--- src/rtl/mod_sched_pkg.sv ---
// mod_sched_pkg: shared types and constants for the interval scheduler
//   state_t  - scheduler FSM encoding (IDLE, RUN, PAUSE)
//   RPT_CONT - repeat count value that selects continuous mode
package mod_sched_pkg;

    typedef enum logic [1:0] {
        IDLE  = 2'd0,
        RUN   = 2'd1,
        PAUSE = 2'd2
    } state_t;

    localparam int RPT_CONT = 0;

endpackage

--- src/rtl/mod_counter_prog.sv ---
// mod_counter_prog: modulo counter that runs 0..terminal inclusive
//   clk, reset_n : clock, asynchronous active-low reset
//   en           : advance the counter this cycle
//   clr          : synchronous clear, overrides en
//   terminal     : inclusive terminal value
//   q            : current count
//   wrap         : count is at terminal while enabled
module mod_counter_prog #(
    parameter int WIDTH = 8
) (
    input  logic             clk,
    input  logic             reset_n,
    input  logic             en,
    input  logic             clr,
    input  logic [WIDTH-1:0] terminal,
    output logic [WIDTH-1:0] q,
    output logic             wrap
);

    assign wrap = en & (q == terminal);

    always_ff @(posedge clk or negedge reset_n) begin
        if (!reset_n)
            q <= '0;
        else if (clr)
            q <= '0;
        else if (en)
            q <= wrap ? '0 : q + 1'b1;
    end

endmodule

--- src/rtl/mod_counter_sched.sv ---
// mod_counter_sched: programmable interval scheduler built on a modulo counter
//   clk, reset_n : clock, asynchronous active-low reset
//   start        : begin a run (sampled only in IDLE)
//   stop         : abort a run, highest priority
//   pause        : level, holds the count while high
//   period       : inclusive terminal value, latched at start
//   repeat_cnt   : periods to run, latched at start; 0 runs continuously
//   count        : current counter value
//   wrap         : counter at terminal while enabled
//   done         : one-cycle pulse after the final wrap
//   busy         : in RUN or PAUSE
//   paused       : in PAUSE
//   periods_left : remaining periods including the current one
module mod_counter_sched
    import mod_sched_pkg::*;
#(
    parameter int WIDTH     = 8,
    parameter int RPT_WIDTH = 4
) (
    input  logic                 clk,
    input  logic                 reset_n,
    input  logic                 start,
    input  logic                 stop,
    input  logic                 pause,
    input  logic [WIDTH-1:0]     period,
    input  logic [RPT_WIDTH-1:0] repeat_cnt,
    output logic [WIDTH-1:0]     count,
    output logic                 wrap,
    output logic                 done,
    output logic                 busy,
    output logic                 paused,
    output logic [RPT_WIDTH-1:0] periods_left
);

    state_t               state;
    logic [WIDTH-1:0]     period_l;
    logic [RPT_WIDTH-1:0] rpt_l;
    logic                 en;
    logic                 bounded;
    logic                 last;

    assign busy    = state != IDLE;
    assign paused  = state == PAUSE;
    assign en      = busy & ~pause & ~stop;
    assign bounded = rpt_l != RPT_WIDTH'(RPT_CONT);
    // wrap already implies en, so a stop can never produce the final wrap
    assign last    = wrap & bounded & (periods_left == RPT_WIDTH'(1));

    mod_counter_prog #(.WIDTH(WIDTH)) u_cnt (
        .clk      (clk),
        .reset_n  (reset_n),
        .en       (en),
        .clr      (stop),
        .terminal (period_l),
        .q        (count),
        .wrap     (wrap)
    );

    always_ff @(posedge clk or negedge reset_n) begin
        if (!reset_n) begin
            state        <= IDLE;
            period_l     <= '0;
            rpt_l        <= '0;
            periods_left <= '0;
            done         <= 1'b0;
        end else begin
            done <= last;
            if (stop) begin
                state        <= IDLE;
                periods_left <= '0;
            end else if (state == IDLE) begin
                if (start) begin
                    state        <= RUN;
                    period_l     <= period;
                    rpt_l        <= repeat_cnt;
                    periods_left <= repeat_cnt;
                end
            end else begin
                if (wrap && bounded)
                    periods_left <= periods_left - 1'b1;
                // leaving PAUSE resumes counting in the same cycle, so RUN follows
                state <= last ? IDLE : (pause ? PAUSE : RUN);
            end
        end
    end

endmodule

--- config.mk ---
export PLATFORM = sky130hd
export DESIGN_NAME = mod_counter_sched
export DESIGN_NICKNAME = d
export VERILOG_FILES = /design/src/rtl/mod_sched_pkg.sv /design/src/rtl/mod_counter_prog.sv /design/src/rtl/mod_counter_sched.sv
export SDC_FILE = /design/constraint.sdc
export NUM_CORES = 1
export LEC_CHECK = 0
export ABC_AREA = 1
export ABC_CLOCK_PERIOD_IN_PS = 1500
export CAP_MARGIN = 20
export CORE_MARGIN = 2
export CORE_UTILIZATION = 50
export DETAILED_ROUTE_END_ITERATION = 8
export PLACE_DENSITY = 0.86
export SLEW_MARGIN = 10
export SYNTH_ARGS = -nofsm -noshare
export SYNTH_HDL_FRONTEND = slang
export SYNTH_SLANG_ARGS = --single-unit
export TNS_END_PERCENT = 1
--- constraint.sdc ---
create_clock -name clk -period 1.5 [get_ports clk]
set_input_delay 0.225 -clock clk [delete_from_list [all_inputs] [get_ports clk]]
set_output_delay 0.225 -clock clk [all_outputs]
set_load 0.05 [all_outputs]
-- After elaboration in Yosys (flattened, before gate mapping)
Index checks and enable logic that the tools add are counted.
- add/sub/neg operators: 2
- equality and inequality tests: 4
- muxes and demuxes: 12
- bitwise operators: 7
- reduce and logical (&&, ||, !) cells: 8
- operators by type and width (cell ; number):
    8-bit two-way mux ; 3
    4-bit two-way mux ; 4
    2-bit two-way mux ; 5
    8-bit by 1-bit adder with 8-bit output (second input constant) ; 1
    8-bit == test ; 1
    1-bit bitwise AND ; 5
    4-bit by 1-bit == test with 1-bit output (second input constant) ; 1
    2-bit nonzero test ; 2
    4-bit nonzero test ; 1
    4-bit by 1-bit subtractor with 4-bit output (second input constant) ; 1
    3-bit != test (second input constant) ; 1
    3-bit AND reduction ; 1
    3-bit nonzero test ; 1
    2-bit == test (second input constant) ; 1
    2-bit zero test ; 1
    1-bit NOT ; 2
    2-bit AND reduction ; 1
    1-bit logical AND ; 1
- flip-flop bits (word level): 27
- input bits: 17
- word-level logic and storage cells: 39

-- Depth between registers and ports, before layout
Gate-level depths: netlist of the first run.
- word-level depth: 9
- depth in mapped cells: 11

-- Hierarchy
Synthesis of the first run repeated with hierarchy kept, for this count alone.
- cells, all modules: 208
- area total of the unflattened synthesis: 1610.3 sq um
- modules (own cells, without submodules) (module ; instances ; cells each ; area each (sq um) ; sequential area each (sq um)):
    mod_counter_sched ; 1 ; 121 ; 984.7 ; 475.5
    mod_counter_prog ; 1 ; 87 ; 625.6 ; 200.2

-- Worst setup path before layout of the first run
OpenSTA, ideal clock, no wires.
- path type: register to register
- start: reg u_cnt.q[5]
- end: reg state[0]
- library setup time: 0.120 ns
- arrival: 1.690 ns
- data required time: 1.380 ns
- setup slack: -0.311 ns
- cell stages (with the launch flop): 12
- path buffers: 0
- clock period less this slack: 1.811 ns
- cell sequence: dfrtp_1 -> inv_2 -> nand2_1 -> nand2_1 -> nor2_2 -> nand2_1 -> inv_1 -> nand2_4 -> nor2_4 -> nand3_2 -> nand2_1 -> nand2_1
- cells in the longest elaborated chain, start to end: 7
- RTL lines (element ; RTL line ; RTL):
    from (decl) ; mod_counter_prog.sv:16 ; output logic [WIDTH-1:0] q,
    from (signal assigned) ; mod_counter_prog.sv:28 ; q <= wrap ? '0 : q + 1'b1;
    8-bit == test ; mod_counter_prog.sv:20 ; assign wrap = en & (q == terminal);
    1-bit bitwise AND ; mod_counter_prog.sv:20 ;
    named net wrap ; mod_counter_sched.sv:28 ; output logic wrap,
    1-bit bitwise AND (2 in a row) ; mod_counter_sched.sv:47 ; assign last = wrap & bounded & (periods_left == RPT_WIDTH'(1));
    2-bit two-way mux ; mod_counter_sched.sv:82 ; state <= last ? IDLE : (pause ? PAUSE : RUN);
    2-bit two-way mux ; mod_counter_sched.sv:71 ; end else if (state == IDLE) begin
    2-bit two-way mux ; mod_counter_sched.sv:68 ; if (stop) begin
    to (signal assigned) ; mod_counter_sched.sv:82 ;
    to (decl) ; mod_counter_sched.sv:35 ; state_t state;
The timed path passes the listed nets, and every way through them passes these cells.
A chain may end at the register's enable or synchronous reset.

-- Worst setup path after layout of the first run
- start: reg u_cnt.q[1]
- end: reg periods_left[1]
- cells in the longest elaborated chain, start to end: 5
- RTL lines (element ; RTL line ; RTL):
    8-bit == test ; mod_counter_prog.sv:20 ;
    1-bit bitwise AND ; mod_counter_prog.sv:20 ;
    1-bit logical AND ; mod_counter_sched.sv:79 ; if (wrap && bounded)
    3-bit nonzero test (no source line) ; -- ;
    2-bit AND reduction (no source line) ; -- ;
    to (signal assigned) ; mod_counter_sched.sv:76 ; periods_left <= repeat_cnt;
    to (signal assigned) ; mod_counter_sched.sv:80 ; periods_left <= periods_left - 1'b1;
    to (decl) ; mod_counter_sched.sv:32 ; output logic [RPT_WIDTH-1:0] periods_left
No other way between the ends.

==> out/metrics.csv, run 1 <==
metric,value,unit
regArea,686,µm²
ir_drop,692,µV
max_slew_margin,76.8,%
hp-class,input pin to asynchronous set/reset pin,
grt_pass1_wl,6390,µm
layout_commonest_cell,nand2_1,
hpwl,2540,µm
gp_congestion,0.778,
htree_levels,1,
root_buffer,clkbuf_4,
ioPinCount,33,
syn-instance-count,187,
nets,266,
cp.required,1.75,ns
met1Wirelength,1510,µm
finalClockSkew,0.00898,ns
crit_arrival,2.02,ns
via_per_inst,5.22,
worst_hold_slack,0.227,ns
dr_wl_met2,2040,µm
final_util,79.2,%
diodes,0,
seq_area_frac_synth,45.0,%
drt_iter0_markers,37,
portBuffers,32,
synth_cell_types,25,
syn_avg_cell_area,8.02,µm²
startpoint_type,flip-flop,
floorplan.initialDensity,53.5,%
drc,2,
drv_slew,0,
grt_pass1_vias,1460,
fin_area,2220,µm²
fill_cells,179,
final-hold-violation-count,0,
dr.max_layer_used,met4,
fmax,564,MHz
path_class,flip-flop to flip-flop,
grt_max_degree,28,
die_area,3450,µm²
fin_crit_sh,118,%
syn-cell-area,1500,µm²
status,"finished, violations left",
crit_chain,inv_2 > nand2_1 > nand2_1 > nor2_1 > nand2_1 > buf_4 > buf_4 > buf_4 > nor2_2 > nand3_2 > nand2_4 > nand2_4 > nand2_1 > nand2_1,
leakagePower,1.10,nW
cts_hold_buf,0,
path_max_fanout,5,
clk_pin_slew,0.15,ns
ys_ff_latch,27,
drt-wirelength-per-cell,13.7,µm
dr.pass1.iters,6,
multi_input_area,709,µm²
fin_ws,-0.274,ns
die_h,58.8,µm
clock_latency,0.34,ns
slowest_delay,0.42,ns
period_needed,1.77,ns
post_dp_cell_area,2070,µm²
core-area,2810,µm²
worst_pin_slew,0.348,ns
cpMostUsedCell,nand2_1,
vias,1441,
met3_length,155,µm
synth_nets,207,
layout_common_cells,"45 x nand2_1, 25 x buf_4, 20 x nor2_1",
grt_overflow,0,
drtAntennaViolNets,0,
synth_warnings,0,
cp_slowest_cell,dfrtp_2,
power_density,854,nW/µm²
cap_violations,0,
cts_made_buffers,3,
rsz0062_at_grt,yes,
clockBufferDepth,2,
rows,19,
setup_viol,6,
violations,"design-rule violations, negative setup slack",
endpoint_kind,flip-flop,
track_usage,24.7,%
drive_gt1_share,33.9,%
tritoncts,done,
post-place-ws,-0.0905,ns
total_power,0.00190,W
clock_sink_count,27,
wl,3790,µm
reg2reg_depth,14,
die_w,58.8,µm
syn_to_final_growth,48.0,%
grt_antenna_before_repair,0,
[critical path, delay by kind of cell (launching register included)]
kind	cells	cell delay [ns]
and+or+nand+nor	10	0.82
DFF	1	0.42
buffers and inverters	4	0.42
[state kept, by name, indices dropped and copies added (netlist names)]
signal        cells
rpt_l             4
state             2
periods_left      4
done              1
period_l          8
u_cnt.q           8
[logic make-up after synthesis]
group	Yosys count	synth area share (%)
buffers and inverters	32	8.17
xor gates and xnor gates	6	3.50
DFF	27	45.0
and+or+nand+nor	94	31.2
AOI/OAI and AO/OA	24	8.84
muxes	1	0.751
adders and majority gates	3	2.50
[report_power, final]
group	switching [W]	leakage [nW]	internal, W	total, W
Combinational	0.000359	0.759	0.000293	0.000653
Clock	0.000224	0.0150	0.000105	0.000329
Sequential	0.0000932	0.326	0.000821	0.000915
Total	0.000677	1.10	0.00122	0.00190
[timing repair]
item,in CTS,in global routing
pin swaps,8,3
setup endpoints to repair,1,8
setup buffers,14,1
endpoints found under the hold margin,0,0
resized for setup,2,1
gates cloned,0,0
[final cells by class]
| type | count | share of cell area (%) |
|---|---|---|
| multi-input combinational | 128 | 31.9 |
| sequential | 27 | 30.9 |
| timing repair buffer | 56 | 29.2 |
| inverter | 30 | 5.07 |
| tap | 31 | 1.75 |
| clock buffer | 4 | 1.18 |
[synthesized netlist by cell type]
master   count  area, µm²
a21oi_1      9       45.0
buf_2        2       10.0
dfrtp_1     27        676
ha_1         3       37.5
inv_1       19       71.3
inv_2       11       41.3
mux2_2       1       11.3
nand2_1     46        173
nand2_2      1       6.26
nand2_4      4       45.0
nand3_1      8       40.0
nand3_2      3       30.0
nand4_1      1       6.26
nor2_1      20       75.1
nor2_2       5       31.3
nor2_4       2       22.5
nor2_8       1       20.0
nor3_1       1       5.00
nor3b_1      1       7.51
o21a_1       1       7.51
o21ai_0      6       30.0
o22ai_1      8       50.1
or2_2        1       6.26
xnor2_1      2       17.5
xor2_1       4       35.0
[path summary, 6_finish.rpt]
check                           slack (ns)                           to                   start
worst max-delay path                 -0.27  periods_left[1]$_DFFE_PN0P_  u_cnt.q[1]$_DFFE_PN0P_
worst min-delay path                  0.23      period_l[7]$_DFFE_PN0P_                 reset_n
worst max register to register       -0.27  periods_left[1]$_DFFE_PN0P_  u_cnt.q[1]$_DFFE_PN0P_
worst min register to register        0.51         rpt_l[1]$_DFFE_PN0P_    rpt_l[1]$_DFFE_PN0P_
max in group asynchronous             0.98       u_cnt.q[1]$_DFFE_PN0P_                 reset_n
min in group clk                      0.43         state[1]$_DFFE_PN0P_                   pause
[layer usage]
metal	global-route usage (%)	up-vias
met5	0	-
met2	43.7	40
met1	28.3	694
met4	12.3	0
met3	4.84	7
li1	-	700
[stage by stage]
stage | std cells | setup TNS (ns)
6_report | 276 | -1.36
2_1_floorplan | 187 | -0.235
3_3_place_gp | 257 | -0.221
3_5_place_dp | 257 | -0.381
5_1_grt | 276 | -2.17
4_1_cts | 275 | -1.03
Power figures use the tool's default switching activity.
==> run 2, diff against run 1 <==
Settings changed: CAP_MARGIN 20 to 30, CORE_UTILIZATION 50 to 51, SYNTH_HIERARCHICAL set to 1.
==> run 2 against run 1 <==
Largest power group unchanged. Largest cell class unchanged. Register-to-register slack worse by 0.14 ns. Final area is 6.1% higher. The flow finishes with violations (negative setup slack). Synthesized area is 7.3% higher. First-iteration DRC count is 49% higher. Critical path depth is 3 lower.
==> out/metrics.csv, run 2 <==
metric,value,unit,change
die_area,3620,µm²,+4.9%
fmax,502,MHz,-11%
htree_levels,1,,unchanged
period_needed,1.99,ns,+0.218 ns
clk_pin_slew,0.14,ns,about the same
cts_hold_buf,0,,unchanged
synth_ff_type,dfrtp_1,,
layout_commonest_cell,nand2_1,,
power_density,803,nW/µm²,-6.0%
rows,20,,+1
clock_latency,0.31,ns,-0.03 ns
cp_num_buf_inv,4,,unchanged
synth_cell_types,23,,-8.0%
drv_slew,0,,unchanged
endpoint_kind,output port,,
crit_chain,nor2_4 > nor2_4 > inv_2 > nor2_4 > inv_2 > a21oi_2 > nand2_1 > nor2_2 > nand3_4 > clkinvlp_4 > buf_12,,
syn_avg_cell_area,7.74,µm²,-3.5%
crit_arrival,1.77,ns,-0.25 ns
ioPinCount,33,,unchanged
vias,1485,,+3.1%
diodes,0,,unchanged
track_usage,22.5,%,-2.3 points
syn_to_final_growth,46.4,%,
synth_edf_count,0,,unchanged
fin_crit_sh,133,%,+15 points
final_util,77.9,%,-1.3 points
r2r_slack,-0.41,ns,-0.14 ns
reg_top3,"period_l x8, u_cnt/q x8",,
root_buffer,clkbuf_4,,
synth.most_common_cell,nand2_1,,
via_per_inst,4.79,,-8.2%
hp-class,input pin to asynchronous set/reset pin,,
leakagePower,1.17,nW,+6.2%
core-area,3030,µm²,+7.9%
fin_ws,-0.493,ns,-0.218 ns
violations,negative setup slack,,
drtAntennaViolNets,0,,unchanged
wl,3690,µm,-2.7%
syn-instance-count,208,,+11%
clockBufferDepth,2,,unchanged
cap_violations,0,,unchanged
max_slew_margin,77.8,%,+1.1 points
post_dp_cell_area,2260,µm²,+8.9%
layout_common_cells,"54 x nand2_1, 34 x inv_1, 26 x dfrtp_1",,
finalClockSkew,0.00951,ns,+0.000530 ns
grt_pass1_wl,6100,µm,-4.5%
drt-wirelength-per-cell,11.9,µm,-13%
die_w,60.2,µm,+2.4%
synth_top_area_share,42.0,%,-3.1 points
drc,0,,-2
synth.area.top_cells,"dfrtp_1 42%, nand2_1 13%, inv_1 8.6%",,
clock_sink_count,27,,unchanged
status,"finished, violations left",,
nets,287,,+7.9%
cts_made_buffers,3,,unchanged
synth_warnings,6,,+6
cp.required,1.27,ns,-0.48 ns
dr.pass1.iters,4,,-2
ys_ff_latch,27,,unchanged
seq_area_frac_synth,42.0,%,-3.1 points
floorplan.initialDensity,53.2,%,-0.30 points
async_flop_share,100,%,unchanged
ir_drop,582,µV,-16%
final-hold-violation-count,0,,unchanged
cpMostUsedCell,nor2_4,,
tritoncts,done,,
grt_antenna_before_repair,0,,unchanged
cpLargestDelayFamily,simple AND/OR/NAND/NOR gates,,
path_max_fanout,2,,-3
synth_nets,228,,+10%
drt_iter0_markers,55,,+49%
grt_max_degree,28,,unchanged
slowest_delay,0.42,ns,about the same
path_class,flip-flop to output port,,
drive_gt1_share,32.7,%,-1.2 points
cp_slowest_cell,dfrtp_1,,
setup_viol,17,,+11
fill_cells,198,,+11%
hpwl,2840,µm,+12%
fin_area,2360,µm²,+6.1%
worst_pin_slew,0.332,ns,-0.0158 ns
gp_congestion,0.850,,+9.2%
synth_top_area_cell,dfrtp_1,,
grt_overflow,0,,unchanged
rsz0062_at_grt,yes,,
startpoint_type,flip-flop,,
die_h,60.2,µm,+2.4%
portBuffers,32,,unchanged
synth_commonest_cells,"56 x nand2_1, 37 x inv_1, 27 x dfrtp_1",,
grt_pass1_vias,1366,,-6.4%
syn-cell-area,1610,µm²,+7.3%
==> run 2: changes by cell type after synthesis, sizes merged, moves of 2 or more <==
cell	previous run	this run
nand2	51	58
o21ai	6	16
inv	30	43
a21oi	9	4
nand3	11	17
o22ai	8	0
xor2	4	7
xnor2	2	0
==> run 2: per-layer routing <==
layer / GRT usage (%) / share of wire, % / up-vias
met4: 8.25 / 0.92 / 0
met2: 34.2 / 49 / 49
met5: 0 / 0 / -
met3: 2.38 / 5.1 / 4
li1: - / - / 745
met1: 33.0 / 45 / 687
==> run 2: final timing paths <==
check / from / end / depth (start not counted)
min: reset_n / periods_left[0]$_DFFE_PN0P_ / 2
min reg2reg: rpt_l[2]$_DFFE_PN0P_ / rpt_l[2]$_DFFE_PN0P_ / 2
max in group asynchronous: reset_n / u_cnt/q[7]$_DFFE_PN0P_ / 2
max: state[0]$_DFFE_PN0P_ / wrap / 11
max reg2reg: state[0]$_DFFE_PN0P_ / periods_left[0]$_DFFE_PN0P_ / 16
min in group clk: period[1] / period_l[1]$_DFFE_PN0P_ / 3
==> run 2: cell type report <==
type	count	area [µm²]	area share, %
Multi-Input combinational cell	135	787	33.4
Sequential cell	27	677	28.7
Timing Repair Buffer	56	643	27.3
Inverter	44	169	7.17
Tap cell	44	55.1	2.34
Clock buffer	4	26.3	1.11
==> run 2: through the flow <==
step           cells  setup WS [ns]  power (W)  setup TNS (ns)  hold WS [ns]
2_1_floorplan    208         -0.421    0.00130           -2.80       -0.0706
3_3_place_gp     301         -0.495    0.00155           -6.92         0.467
3_5_place_dp     301         -0.570    0.00158           -8.14         0.475
4_1_cts          307         -0.492    0.00189           -3.43         0.261
5_1_grt          310         -0.575    0.00200           -5.68         0.281
6_report         310         -0.493    0.00189           -4.38         0.253
==> run 2: logic make-up (layout without fill, tap and decap cells) <==
family	Yosys count	after routing	synth area share, %
and+or+nand+nor	105	105	31.5
xor gates and xnor gates	7	7	3.81
buffers and inverters	46	104	11.7
DFF	27	27	42.0
AOI/OAI and AO/OA	20	20	8.78
adders and majority gates	3	3	2.33
==> run 2: repair_timing <==
| item | in CTS | in global routing |
|---|---|---|
| buffers inserted | 2 | 3 |
| endpoints found under the hold margin | 0 | 0 |
| pin swaps | 2 | 6 |
| setup endpoints to repair | 17 | 17 |
| resized for setup | 6 | 4 |
==> run 2: where the power goes <==
| group | internal (W) | leakage, nW | total (W) | switching, W |
|---|---|---|---|---|
| sequential | 0.000816 | 0.351 | 0.000901 | 0.0000857 |
| clock | 0.000104 | 0.0150 | 0.000305 | 0.000201 |
| combinational | 0.000301 | 0.803 | 0.000687 | 0.000386 |
| total | 0.00122 | 1.17 | 0.00189 | 0.000672 |
